`config.mk`:
```
export PLATFORM = sky130hd
export DESIGN_NAME = cic_decimator_mc_flat
export DESIGN_NICKNAME = d
export VERILOG_FILES = /design/src/rtl/cic_decimator_mc_pkg.sv /design/src/rtl/cic_decimator_mc_if.sv /design/src/rtl/cic_integrator_bank.sv /design/src/rtl/cic_decimator_mc.sv /design/src/flat_wrapper.sv
export SDC_FILE = /design/constraint.sdc
export NUM_CORES = 2
export LEC_CHECK = 0
export ABC_AREA = 1
export CAP_MARGIN = 20
export CORE_UTILIZATION = 65
export CTS_CLUSTER_DIAMETER = 150
export DETAILED_ROUTE_END_ITERATION = 10
export PLACE_DENSITY_LB_ADDON = 0.1
export SETUP_SLACK_MARGIN = 0.5
export SLEW_MARGIN = 20
export SYNTH_ARGS = -nofsm -noshare
export SYNTH_HDL_FRONTEND = slang
export SYNTH_SLANG_ARGS = --single-unit
```
`constraint.sdc`:
```
create_clock -name clk -period 3 [get_ports clk]
set_input_delay 0.75 -clock clk [delete_from_list [all_inputs] [get_ports clk]]
set_output_delay 0.75 -clock clk [all_outputs]
set_load 0.02 [all_outputs]
```
`src/rtl/cic_decimator_mc_pkg.sv`:
```
`default_nettype none
`timescale 1ns/1ps
// +----------------------------------------------------------------------+
// | Package : cic_pkg                                                    |
// | Shared types and helpers for the multichannel CIC decimator:         |
// |   cic_state_e - comb/scale engine states                             |
// |   DC_STEP     - DC tracker step size                                 |
// |   sat()       - clamp a signed value into an out_w-bit signed range  |
// | Revision : 1.0 - initial release                                     |
// +----------------------------------------------------------------------+
package cic_pkg;

  typedef enum logic [2:0] {
    IDLE  = 3'd0,
    LOAD  = 3'd1,
    COMB  = 3'd2,
    DC1   = 3'd3,
    DC2   = 3'd4,
    SCALE = 3'd5,
    OUT   = 3'd6
  } cic_state_e;

  localparam int DC_STEP = 4;

  // Result is still 64 bits wide; the caller truncates to out_w bits,
  // which is lossless because the value is already inside that range.
  function automatic logic signed [63:0] sat(input logic signed [63:0] x,
                                             input int                 out_w);
    logic signed [63:0] hi;
    logic signed [63:0] lo;
    logic signed [63:0] r;
    hi = (64'sd1 <<< (out_w - 1)) - 64'sd1;
    lo = -hi - 64'sd1;
    if (x > hi)      r = hi;
    else if (x < lo) r = lo;
    else             r = x;
    return r;
  endfunction

endpackage
`default_nettype wire

```
`src/rtl/cic_decimator_mc_if.sv`:
```
`default_nettype none
`timescale 1ns/1ps
// +----------------------------------------------------------------------+
// | Interface : cic_decimator_mc_if                                      |
// | PCM output stream (valid/ready) of the CIC decimator.                |
// |   out_valid - PCM word available          (master -> slave)          |
// |   out_ready - sink accepts word           (slave  -> master)         |
// |   out_ch    - channel index of out_data   (master -> slave)          |
// |   out_data  - signed PCM sample           (master -> slave)          |
// | Revision : 1.0 - initial release                                     |
// +----------------------------------------------------------------------+
interface cic_decimator_mc_if #(
  parameter int CHANNELS = 2,
  parameter int OUT_W    = 16
);
  localparam int CH_W = (CHANNELS > 1) ? $clog2(CHANNELS) : 1;

  logic                    out_valid;
  logic                    out_ready;
  logic [CH_W-1:0]         out_ch;
  logic signed [OUT_W-1:0] out_data;

  modport master (output out_valid, output out_ch, output out_data, input out_ready);
  modport slave  (input out_valid, input out_ch, input out_data, output out_ready);
endinterface
`default_nettype wire

```
`src/rtl/cic_integrator_bank.sv`:
```
`default_nettype none
`timescale 1ns/1ps
// +----------------------------------------------------------------------+
// | Module : cic_integrator_bank                                         |
// | Per-channel STAGES-deep CIC integrator chains plus the frame         |
// | snapshot of the last integrator of every channel.                    |
// |   clk, rst_n  - clock, async active-low reset                        |
// |   stb_sample  - advance all integrators by one PDM sample            |
// |   pdm_din     - one PDM bit per channel (1 => +1, 0 => -1)           |
// |   snap_en     - capture the last-stage values (pre-update)           |
// |   snap_q      - captured frame, one W-bit word per channel           |
// | Revision : 1.0 - initial release                                     |
// +----------------------------------------------------------------------+
module cic_integrator_bank #(
  parameter int CHANNELS = 2,
  parameter int STAGES   = 4,
  parameter int W        = 32
) (
  input  logic                         clk,
  input  logic                         rst_n,
  input  logic                         stb_sample,
  input  logic [CHANNELS-1:0]          pdm_din,
  input  logic                         snap_en,
  output logic [CHANNELS-1:0][W-1:0]   snap_q
);

  logic [W-1:0]                integ_q [CHANNELS][STAGES];
  logic [W-1:0]                integ_d [CHANNELS][STAGES];
  logic [CHANNELS-1:0][W-1:0]  snap_d;

  // Every stage reads only integ_q, so all stages step together on the
  // old values. Modulo-2^W wrap is intentional: the combs undo it.
  always_comb begin
    integ_d = integ_q;
    snap_d  = snap_q;
    for (int c = 0; c < CHANNELS; c++) begin
      if (snap_en) snap_d[c] = integ_q[c][STAGES-1];
      if (stb_sample) begin
        integ_d[c][0] = pdm_din[c] ? integ_q[c][0] + W'(1) : integ_q[c][0] - W'(1);
        for (int k = 1; k < STAGES; k++) begin
          integ_d[c][k] = integ_q[c][k] + integ_q[c][k-1];
        end
      end
    end
  end

  always_ff @(posedge clk or negedge rst_n) begin
    if (!rst_n) begin
      for (int c = 0; c < CHANNELS; c++) begin
        snap_q[c] <= '0;
        for (int k = 0; k < STAGES; k++) integ_q[c][k] <= '0;
      end
    end else begin
      integ_q <= integ_d;
      snap_q  <= snap_d;
    end
  end

endmodule
`default_nettype wire

```
`src/rtl/cic_decimator_mc.sv`:
```
`default_nettype none
`timescale 1ns/1ps
// +----------------------------------------------------------------------+
// | Module : cic_decimator_mc                                            |
// | Multichannel PDM-to-PCM CIC decimator. Per-channel integrators run   |
// | at the PDM strobe rate; one time-shared comb/scale engine serves     |
// | all channels at the decimated rate with saturating output.           |
// |   clk, rst_n   - clock, async active-low reset                       |
// |   stb_sample   - one-cycle strobe, sample all pdm_din bits           |
// |   pdm_din      - PDM bits, one per channel                           |
// |   pcm          - PCM stream (out_valid/out_ready/out_ch/out_data)    |
// |   busy         - comb engine active                                  |
// |   overrun      - sticky: decimation tick arrived while busy          |
// |   clr_overrun  - clears overrun (a new overrun wins)                 |
// | Build option : CIC_DC_REMOVE_EN adds a per-channel DC tracker        |
// |                (DC1/DC2 states) between the combs and the scaler.    |
// | Revision : 1.0 - initial release                                     |
// +----------------------------------------------------------------------+
module cic_decimator_mc
  import cic_pkg::*;
#(
  parameter int CHANNELS = 2,
  parameter int STAGES   = 4,
  parameter int W        = 32,
  parameter int DECIM    = 125,
  parameter int SHIFT    = 12,
  parameter int OUT_W    = 16
) (
  input  logic                      clk,
  input  logic                      rst_n,
  input  logic                      stb_sample,
  input  logic [CHANNELS-1:0]       pdm_din,
  cic_decimator_mc_if.master        pcm,
  output logic                      busy,
  output logic                      overrun,
  input  logic                      clr_overrun
);

  localparam int c_ch_w  = (CHANNELS > 1) ? $clog2(CHANNELS) : 1;
  localparam int c_s_w   = (STAGES > 1)   ? $clog2(STAGES)   : 1;
  localparam int c_cnt_w = (DECIM > 1)    ? $clog2(DECIM)    : 1;

  cic_state_e                 state_q, state_d;
  logic [c_cnt_w-1:0]         cnt_q, cnt_d;
  logic [c_ch_w-1:0]          ch_q, ch_d;
  logic [c_s_w-1:0]           s_q, s_d;
  logic signed [W-1:0]        rb_q, rb_d;
  logic [W-1:0]               d_q [CHANNELS][STAGES];
  logic [W-1:0]               d_d [CHANNELS][STAGES];
`ifdef CIC_DC_REMOVE_EN
  logic [W-1:0]               dc_q [CHANNELS];
  logic [W-1:0]               dc_d [CHANNELS];
`endif
  logic                       out_valid_q, out_valid_d;
  logic [c_ch_w-1:0]          out_ch_q, out_ch_d;
  logic signed [OUT_W-1:0]    out_data_q, out_data_d;
  logic                       busy_q, busy_d;
  logic                       overrun_q, overrun_d;

  logic                       tick;
  logic                       snap_en;
  logic signed [63:0]         scaled;
  logic [CHANNELS-1:0][W-1:0] snap;

  cic_integrator_bank #(
    .CHANNELS (CHANNELS),
    .STAGES   (STAGES),
    .W        (W)
  ) u_integ (
    .clk        (clk),
    .rst_n      (rst_n),
    .stb_sample (stb_sample),
    .pdm_din    (pdm_din),
    .snap_en    (snap_en),
    .snap_q     (snap)
  );

  assign tick = stb_sample && (cnt_q == c_cnt_w'(DECIM - 1));

  always_comb begin
    cnt_d = cnt_q;
    if (stb_sample) cnt_d = tick ? '0 : cnt_q + c_cnt_w'(1);
  end

  always_comb begin
    state_d     = state_q;
    ch_d        = ch_q;
    s_d         = s_q;
    rb_d        = rb_q;
    d_d         = d_q;
`ifdef CIC_DC_REMOVE_EN
    dc_d        = dc_q;
`endif
    out_valid_d = out_valid_q;
    out_ch_d    = out_ch_q;
    out_data_d  = out_data_q;
    busy_d      = busy_q;
    snap_en     = 1'b0;
    scaled      = 64'(rb_q >>> SHIFT);
    // A tick while the engine is still working drops that frame; the
    // set term is OR-ed last so it beats a simultaneous clear.
    overrun_d   = (overrun_q && !clr_overrun) || (tick && busy_q);

    case (state_q)
      IDLE: begin
        if (tick) begin
          snap_en = 1'b1;
          busy_d  = 1'b1;
          ch_d    = '0;
          state_d = LOAD;
        end
      end
      LOAD: begin
        rb_d    = snap[ch_q];
        s_d     = '0;
        state_d = COMB;
      end
      COMB: begin
        rb_d           = rb_q - d_q[ch_q][s_q];
        d_d[ch_q][s_q] = rb_q;
        s_d            = s_q + c_s_w'(1);
        if (s_q == c_s_w'(STAGES - 1)) begin
`ifdef CIC_DC_REMOVE_EN
          state_d = DC1;
`else
          state_d = SCALE;
`endif
        end
      end
`ifdef CIC_DC_REMOVE_EN
      DC1: begin
        rb_d    = rb_q - dc_q[ch_q];
        state_d = DC2;
      end
      DC2: begin
        // Tracker chases the residual: step toward the sign of the
        // already-corrected sample so the output dithers around zero.
        dc_d[ch_q] = rb_q[W-1] ? dc_q[ch_q] - W'(DC_STEP) : dc_q[ch_q] + W'(DC_STEP);
        state_d    = SCALE;
      end
`endif
      SCALE: begin
        out_data_d  = OUT_W'(sat(scaled, OUT_W));
        out_ch_d    = ch_q;
        out_valid_d = 1'b1;
        state_d     = OUT;
      end
      OUT: begin
        if (pcm.out_ready) begin
          out_valid_d = 1'b0;
          if (ch_q == c_ch_w'(CHANNELS - 1)) begin
            busy_d  = 1'b0;
            state_d = IDLE;
          end else begin
            ch_d    = ch_q + c_ch_w'(1);
            state_d = LOAD;
          end
        end
      end
      default: state_d = IDLE;
    endcase
  end

  always_ff @(posedge clk or negedge rst_n) begin
    if (!rst_n) begin
      state_q     <= IDLE;
      cnt_q       <= '0;
      ch_q        <= '0;
      s_q         <= '0;
      rb_q        <= '0;
      out_valid_q <= 1'b0;
      out_ch_q    <= '0;
      out_data_q  <= '0;
      busy_q      <= 1'b0;
      overrun_q   <= 1'b0;
      for (int c = 0; c < CHANNELS; c++) begin
        for (int k = 0; k < STAGES; k++) d_q[c][k] <= '0;
`ifdef CIC_DC_REMOVE_EN
        dc_q[c] <= '0;
`endif
      end
    end else begin
      state_q     <= state_d;
      cnt_q       <= cnt_d;
      ch_q        <= ch_d;
      s_q         <= s_d;
      rb_q        <= rb_d;
      d_q         <= d_d;
`ifdef CIC_DC_REMOVE_EN
      dc_q        <= dc_d;
`endif
      out_valid_q <= out_valid_d;
      out_ch_q    <= out_ch_d;
      out_data_q  <= out_data_d;
      busy_q      <= busy_d;
      overrun_q   <= overrun_d;
    end
  end

  assign pcm.out_valid = out_valid_q;
  assign pcm.out_ch    = out_ch_q;
  assign pcm.out_data  = out_data_q;
  assign busy          = busy_q;
  assign overrun       = overrun_q;

endmodule
`default_nettype wire

```
`src/flat_wrapper.sv`:
```
// flat-port wrapper written by rule: the top's interface ports become plain ports
module cic_decimator_mc_flat import cic_pkg::*;
#(
  parameter int CHANNELS = 2,
  parameter int STAGES   = 4,
  parameter int W        = 32,
  parameter int DECIM    = 125,
  parameter int SHIFT    = 12,
  parameter int OUT_W    = 16
)
  (clk, rst_n, stb_sample, pdm_din, busy, overrun, clr_overrun, pcm_out_valid, pcm_out_ch, pcm_out_data, pcm_out_ready);
  cic_decimator_mc_if #(.CHANNELS(CHANNELS), .OUT_W(OUT_W)) pcm_i ();
  input  logic clk;
  input  logic rst_n;
  input  logic stb_sample;
  input  logic [CHANNELS-1:0] pdm_din;
  output logic busy;
  output logic overrun;
  input  logic clr_overrun;
  output wire logic [$bits(pcm_i.out_valid)-1:0] pcm_out_valid;
  output wire logic [$bits(pcm_i.out_ch)-1:0] pcm_out_ch;
  output wire logic [$bits(pcm_i.out_data)-1:0] pcm_out_data;
  input wire logic [$bits(pcm_i.out_ready)-1:0] pcm_out_ready;
  assign pcm_out_valid = pcm_i.out_valid;
  assign pcm_out_ch = pcm_i.out_ch;
  assign pcm_out_data = pcm_i.out_data;
  assign pcm_i.out_ready = pcm_out_ready;
  cic_decimator_mc #(.CHANNELS(CHANNELS), .STAGES(STAGES), .W(W), .DECIM(DECIM), .SHIFT(SHIFT), .OUT_W(OUT_W)) u_core (.clk(clk), .rst_n(rst_n), .stb_sample(stb_sample), .pdm_din(pdm_din), .pcm(pcm_i), .busy(busy), .overrun(overrun), .clr_overrun(clr_overrun));
endmodule
```
== Yosys cells after proc, flatten, opt, wreduce, memory -nomap -nowiden ==
Cells that the tools add are included.

* Register bits: 641
* Input port bits: 7
* Output and inout port bits: 20
* Word-level logic and storage cells: 113

* Add/subtract/negate cells: 14
* Order comparisons: 7
* Eq/ne operators: 10
* Muxes and demuxes: 37
* Bitwise gates (word level): 2
* Reductions and logical operators: 15

{| class="wikitable"
|+ Operators with widths
! kind !! count
|-
| 128-bit 2-to-1 mux || 4
|-
| 256-bit bitwise mux || 1
|-
| 32-bit 2-to-1 mux || 7
|-
| 32-bit adder || 6
|-
| 128-bit demux with 1-bit select || 1
|-
| 32-bit by 1-bit adder with 32-bit output (second input constant) || 2
|-
| 32-bit binary-select mux with 2-bit select || 1
|-
| 32-bit demux with 2-bit select || 1
|-
| 32-bit case mux with 2 select lines || 1
|-
| 32-bit by 1-bit subtractor with 32-bit output (second input constant) || 2
|-
| 16-bit 2-to-1 mux || 2
|-
| 32-bit subtractor || 1
|-
| 20-bit by 16-bit > comparator with 1-bit output (second input constant) || 1
|-
| 20-bit by 16-bit < comparator with 1-bit output (second input constant) || 1
|-
| 3-bit case mux with 5 select lines || 1
|-
| 1-bit 2-to-1 mux || 10
|-
| 3-bit 2-to-1 mux || 3
|-
| 7-bit by 1-bit adder with 7-bit output (second input constant) || 1
|-
| 7-bit == test (second input constant) || 1
|-
| 7-bit 2-to-1 mux || 1
|-
| 3-bit == test (second input constant) || 2
|-
| 2-bit by 1-bit inequality test with 1-bit output (second input constant) || 3
|-
| 1-bit case mux with 2 select lines || 3
|-
| 3-bit AND reduction || 2
|-
| other kinds (21) || 27
|}

== Logic depth before layout (Yosys ltp) ==
* Depth in word-level cells: 9
* Gate-level depth with buffers: 21
* Mapped depth without buffers: 20

== Cells and area by module ==
A second synthesis with hierarchy kept.

* Cells, all modules: 7198
* Area total of the unflattened synthesis: 47146.5 µm²

{| class="wikitable"
|+ Modules (own cells, without submodules)
! module !! instances !! cells each !! area each (µm²) !! seq. area each (µm²)
|-
| cic_integrator_bank || 1 || 4988 || 30371.6 || 8007.7
|-
| cic_decimator_mc || 1 || 2210 || 16774.8 || 8032.7
|}

== Least setup slack after synthesis ==
Ideal clock, no wire load.

* Kind: input to register
* Start point: input pdm_din[0]
* End point: register u_core.u_integ.integ_q[236] in the netlist's numbering
* Setup time: 0.118 ns
* Data arrival time: 2.706 ns
* Required time: 2.882 ns
* Slack: 0.176 ns
* Stages on the path: 8
* Buffers on the path: 0
* Cell sequence: inv_1 ha_1 a21oi_1 a21boi_0 nand3_1 or2_2 nand3_1 nand2_1

* Word-level cells in the longest chain between the ends: 1

{| class="wikitable"
|+ RTL lines
! element !! RTL line !! source
|-
| start, declared || flat_wrapper.sv:16 || <nowiki>input logic [CHANNELS-1:0] pdm_din;</nowiki>
|-
| 32-bit 2-to-1 mux || cic_integrator_bank.sv:39 || <nowiki>integ_d[c][0] = pdm_din[c] ? integ_q[c][0] + W'(1) : integ_q[c][0] - W'(1);</nowiki>
|-
| end signal, assigned || cic_integrator_bank.sv:54 || <nowiki>integ_q <= integ_d;</nowiki>
|-
| end, declared || cic_integrator_bank.sv:27 || <nowiki>logic [W-1:0] integ_q [CHANNELS][STAGES];</nowiki>
|}

Every way passes these cells.
A chain may end at the register's enable or synchronous reset.

== Final worst setup path ==
* Start point: register u_core.ch_q
* End point: register u_core.rb_q[15]

* Word-level cells in the longest chain between the ends: 9
* Elaborated cells on any way between the ends: 11
* Those cells by class: 1 x add/sub; 9 x mux; 1 x bitwise

{| class="wikitable"
|+ RTL lines
! element !! RTL line !! source
|-
| start, declared || cic_decimator_mc.sv:45 || <nowiki>logic [c_ch_w-1:0] ch_q, ch_d;</nowiki>
|-
| start signal, assigned || cic_decimator_mc.sv:185 || <nowiki>ch_q <= ch_d;</nowiki>
|-
| 1-bit NOT with 2-bit output (implied by the code) || cic_decimator_mc.sv:119 || <nowiki>rb_d = rb_q - d_q[ch_q][s_q];</nowiki>
|-
| 128-bit 2-to-1 mux (implied by the code) (3 in a row) || cic_decimator_mc.sv:119 ||
|-
| 32-bit binary-select mux with 2-bit select || cic_decimator_mc.sv:119 ||
|-
| 32-bit 2-to-1 mux (implied by the code) (2 in a row) || cic_decimator_mc.sv:119 ||
|-
| 32-bit subtractor || cic_decimator_mc.sv:119 ||
|-
| 32-bit case mux with 2 select lines * || cic_decimator_mc.sv:104 || <nowiki>case (state_q)</nowiki>
|-
| end signal, assigned || cic_decimator_mc.sv:187 || <nowiki>rb_q <= rb_d;</nowiki>
|-
| end, declared || cic_decimator_mc.sv:47 || <nowiki>logic signed [W-1:0] rb_q, rb_d;</nowiki>
|}

Mark *: on every way between the ends. The rest lies on a longest branch, timed or not. The select of a mux whose other input is x is not followed.

==> metrics list <==
- The number of nets handed over by synthesis was 6,659.
- The cell area that synthesis handed to floorplanning was 43,930 sq um.
* Hold-fix buffer count after cts: 0
* Number of diodes added for antenna fixing: 0
- Yosys printed 0 warnings.
- Setup violations, final: 0
- The worst setup path is launched from a flip-flop.
- Most numerous cell in the Yosys netlist: nand2_1
- By count the netlist is led by 2,098 x nand2_1, 733 x o21ai_0, 641 x dfrtp_1.
- Setup TNS: 0 ns
- Arrival time reported for the critical path endpoint: 3.53 ns
- The worst path uses 98.64% of the clock period.
* Clock buffer depth: 3
- The share of synthesized area in the top cell type comes to 36.51%.
* Starting DRC count in detailed routing: 3,844
- DIE AREA: 68,630 sq um
* GR Util All Layers: 37.69%
- H-tree levels: 3
- Based on the critical path, the design can be clocked at up to 337.9 MHz.
* Crit. End Element: flip-flop
- First drt pass iteration count: 9
- At the end of the flow, the number of nets in the layout was 6,812.
- The core region is 66,330 sq um.
- Top post-synthesis cells by area: dfrtp_1 37%, nand2_1 18%, o21ai_0 8.4%
- DRC: 0
- In this run the core area contains 94 standard-cell rows.
- Result of the run: complete, no violations
* Die Y-Extent: 262.0 um
- First-pass GRT wire length: 207,300 um
* Max_slew headroom: 34.71%
- Endpoints failing hold: 0
- From left edge to right edge, the die measures 262.0 um.
- Final routed wirelength across all metal layers: 131,200 um
* Relative area change from synthesis to final layout: 14.64%
* Post-synthesis cell type count: 48
* Remaining antenna violation count: 0
- Synthesis-stage register bit count: 641
- Clock tree synthesis selected as its root buffer the cell clkbuf_16.
- The tool flagged a number of max-cap violations equal to 0.
- Number of antenna violations at the first check in global routing: 0
* Total global routing overflow: 0
* Critical path peak fanout: 18
- The congestion estimate from routability-driven global placement came to 1.021.
- Starting utilization of the core area: 66.23%
- After clock tree synthesis, the clock-pin slew on the worst setup and hold paths is 0.06 ns.
- The worst setup path is of the reg -> reg kind.
* Count of mapped cells out of synthesis: 6,358
- TritonCTS built the clock tree.
- Summed over all nets, the half-perimeter wirelength after detailed placement is 94,250 um.
* EDFF count, synth: 0
* Worst clock skew: 0.02623 ns
* Fraction of layout instances using a drive strength above 1: 9.167%
- The count of buffers added on input and output ports is 26.
- Mean routed wirelength per cell: 17.66 um
- The number of clock buffers added by TritonCTS is 72.
- Required time worst endpoint: 3.57 ns
- Proportion of synthesized flip-flops having asynchronous set or reset: 100.0%
* Skew-Pair Late Insertion Delay: 0.65 ns
* Number of primary I/O pins: 27
- The max-slew violation count came to 0.
- Library cell with the largest summed area after synthesis: dfrtp_1
* Most used flip-flop cell after synthesis: dfrtp_1
* Post-synthesis sequential area ratio: 36.51%
* Number of clock sinks: 641
- Vias in the first global route: 41.96k
- Transition time at the pin with the least slew margin: 0.9691 ns
* Period minus WS final: 2.959 ns
* Unrepaired setup endpoints after global routing: yes
* Via count: 43.76k
- Average size of a mapped cell: 6.909 sq um
* Pin count of the biggest net entering global routing: 161
- Via density: 5.889
- In this run the worst hold path is classified as in -> async.
==> placed cells by master, fill, tap and decap left out, types with 16 or more instances in the layout <==
master | Yosys | routed
ha_4 | 0 | 33
nor2_2 | 1 | 19
o21ai_1 | 32 | 64
inv_1 | 571 | 563
clkdlybuf4s50_1 | 0 | 22
nand4_1 | 60 | 60
nand3b_1 | 33 | 33
o21ai_0 | 733 | 676
xnor2_1 | 80 | 80
nand2_1 | 2098 | 2061
o21bai_1 | 40 | 39
dfrtp_1 | 641 | 634
clkbuf_16 | 0 | 76
xor2_1 | 16 | 16
ha_1 | 285 | 248
nor2_1 | 600 | 579
o22ai_1 | 40 | 38
a21oi_2 | 0 | 38
buf_12 | 0 | 33
nand2_2 | 3 | 37
nor3_1 | 39 | 37
nand3_1 | 344 | 334
o221ai_1 | 34 | 33
a31oi_1 | 32 | 32
o21a_1 | 22 | 22
o21ai_2 | 10 | 30
a21oi_1 | 344 | 306
buf_4 | 4 | 197
and2_1 | 20 | 19
==> flip-flops by register name (all words and copies together), names as in the netlist <==
register / flops
u_core.rb_q: 32
u_core.s_q: 2
u_core.d_q: 256
u_core.state_q: 3
u_core.pcm.out_valid: 1
u_core.pcm.out_data: 16
u_core.cnt_q: 7
u_core.u_integ.integ_q: 256
u_core.pcm.out_ch: 1
u_core.busy: 1
u_core.u_integ.snap_q: 64
u_core.overrun: 1
u_core.ch_q: 1
==> final cells by class <==
type | instances | area (sq um)
Fill cell | 5213 | 15970
Tap cell | 864 | 1081
Inverter | 580 | 2205
Multi-Input combinational cell | 4947 | 25850
Timing Repair Buffer | 269 | 2656
Sequential cell | 641 | 16050
Clock inverter | 31 | 440.4
Clock buffer | 99 | 2074
==> routing by layer <==
metal / routed length [um] / share of wire (%) / GRT usage (%) / up-vias
met3: 6991 / 5.3 / 4.427 / 469
met1: 52360 / 40 / 45.02 / 20470
met4: 7752 / 5.9 / 19.91 / 0
met2: 64110 / 49 / 66.54 / 1567
met5: 0 / 0 / 0 / -
li1: - / - / - / 21250
==> stage by stage <==
step	std cells	utilization (%)	setup WS [ns]	hold slack (ns)	cell area, sq um
after floorplan	6358	-	0.2923	0.4361	44010
after global placement	7276	70.17	-0.1812	0.4558	46550
after detailed placement	7276	70.17	-0.2259	0.4581	46550
after CTS	7417	74.46	0.1174	0.07446	49390
after global routing	7431	75.92	-0.04188	0.08882	50360
final	7431	75.92	0.04071	0.06757	50360
==> final timing paths <==
path	to	start	depth (start not counted)	slack, ns
setup / recovery	u_core.rb_q[15]	u_core.ch_q	16	0.04
hold / removal	u_core.d_q[68]	rst_n	1	0.07
setup reg to reg	u_core.rb_q[15]	u_core.ch_q	16	0.04
hold reg to reg	u_core.u_integ.snap_q[58]	u_core.u_integ.snap_q[58]	2	0.47
max in group asynchronous	u_core.pcm.out_data[6]	rst_n	2	2.07
min in group clk	u_core.u_integ.integ_q[131]	stb_sample	3	0.45
==> logic make-up (layout without fill, tap and decap cells) <==
logic type,after synthesis,count (layout),share of synthesized area [%]
AOI/OAI and AO/OA,1314,1314,16.06
adders and majority gates,294,294,8.527
buffers and inverters,770,979,6.895
and+or+nand+nor,3237,3237,29.95
xor gates and xnor gates,96,96,1.914
DFF,641,641,36.51
muxes,6,6,0.1367
==> what timing repair did <==
| item | in CTS | in global routing |
|---|---|---|
| pin swaps | 8 | 32 |
| setup endpoints to repair | 33 | 96 |
| resized for setup | 64 | 206 |
| cloned | 2 | 4 |
| buffers inserted | 9 | 10 |
==> critical path, stage by stage (launching register included) <==
cell	delay, ns
dfrtp_4	0.57
clkinv_8	0.16
buf_8	0.18
o21ai_0	0.10
o221ai_1	0.17
o21ai_1	0.14
ha_1	0.37
nand2_1	0.10
inv_1	0.10
nand2_1	0.11
nor3_1	0.17
nand2_1	0.10
nand2_2	0.13
buf_4	0.13
xor2_1	0.13
nand2_1	0.08
o211ai_1	0.10
Power is left out: the tool's default activity adds up to more than one toggle a clock period on the data nets, which glitch-free logic cannot reach.
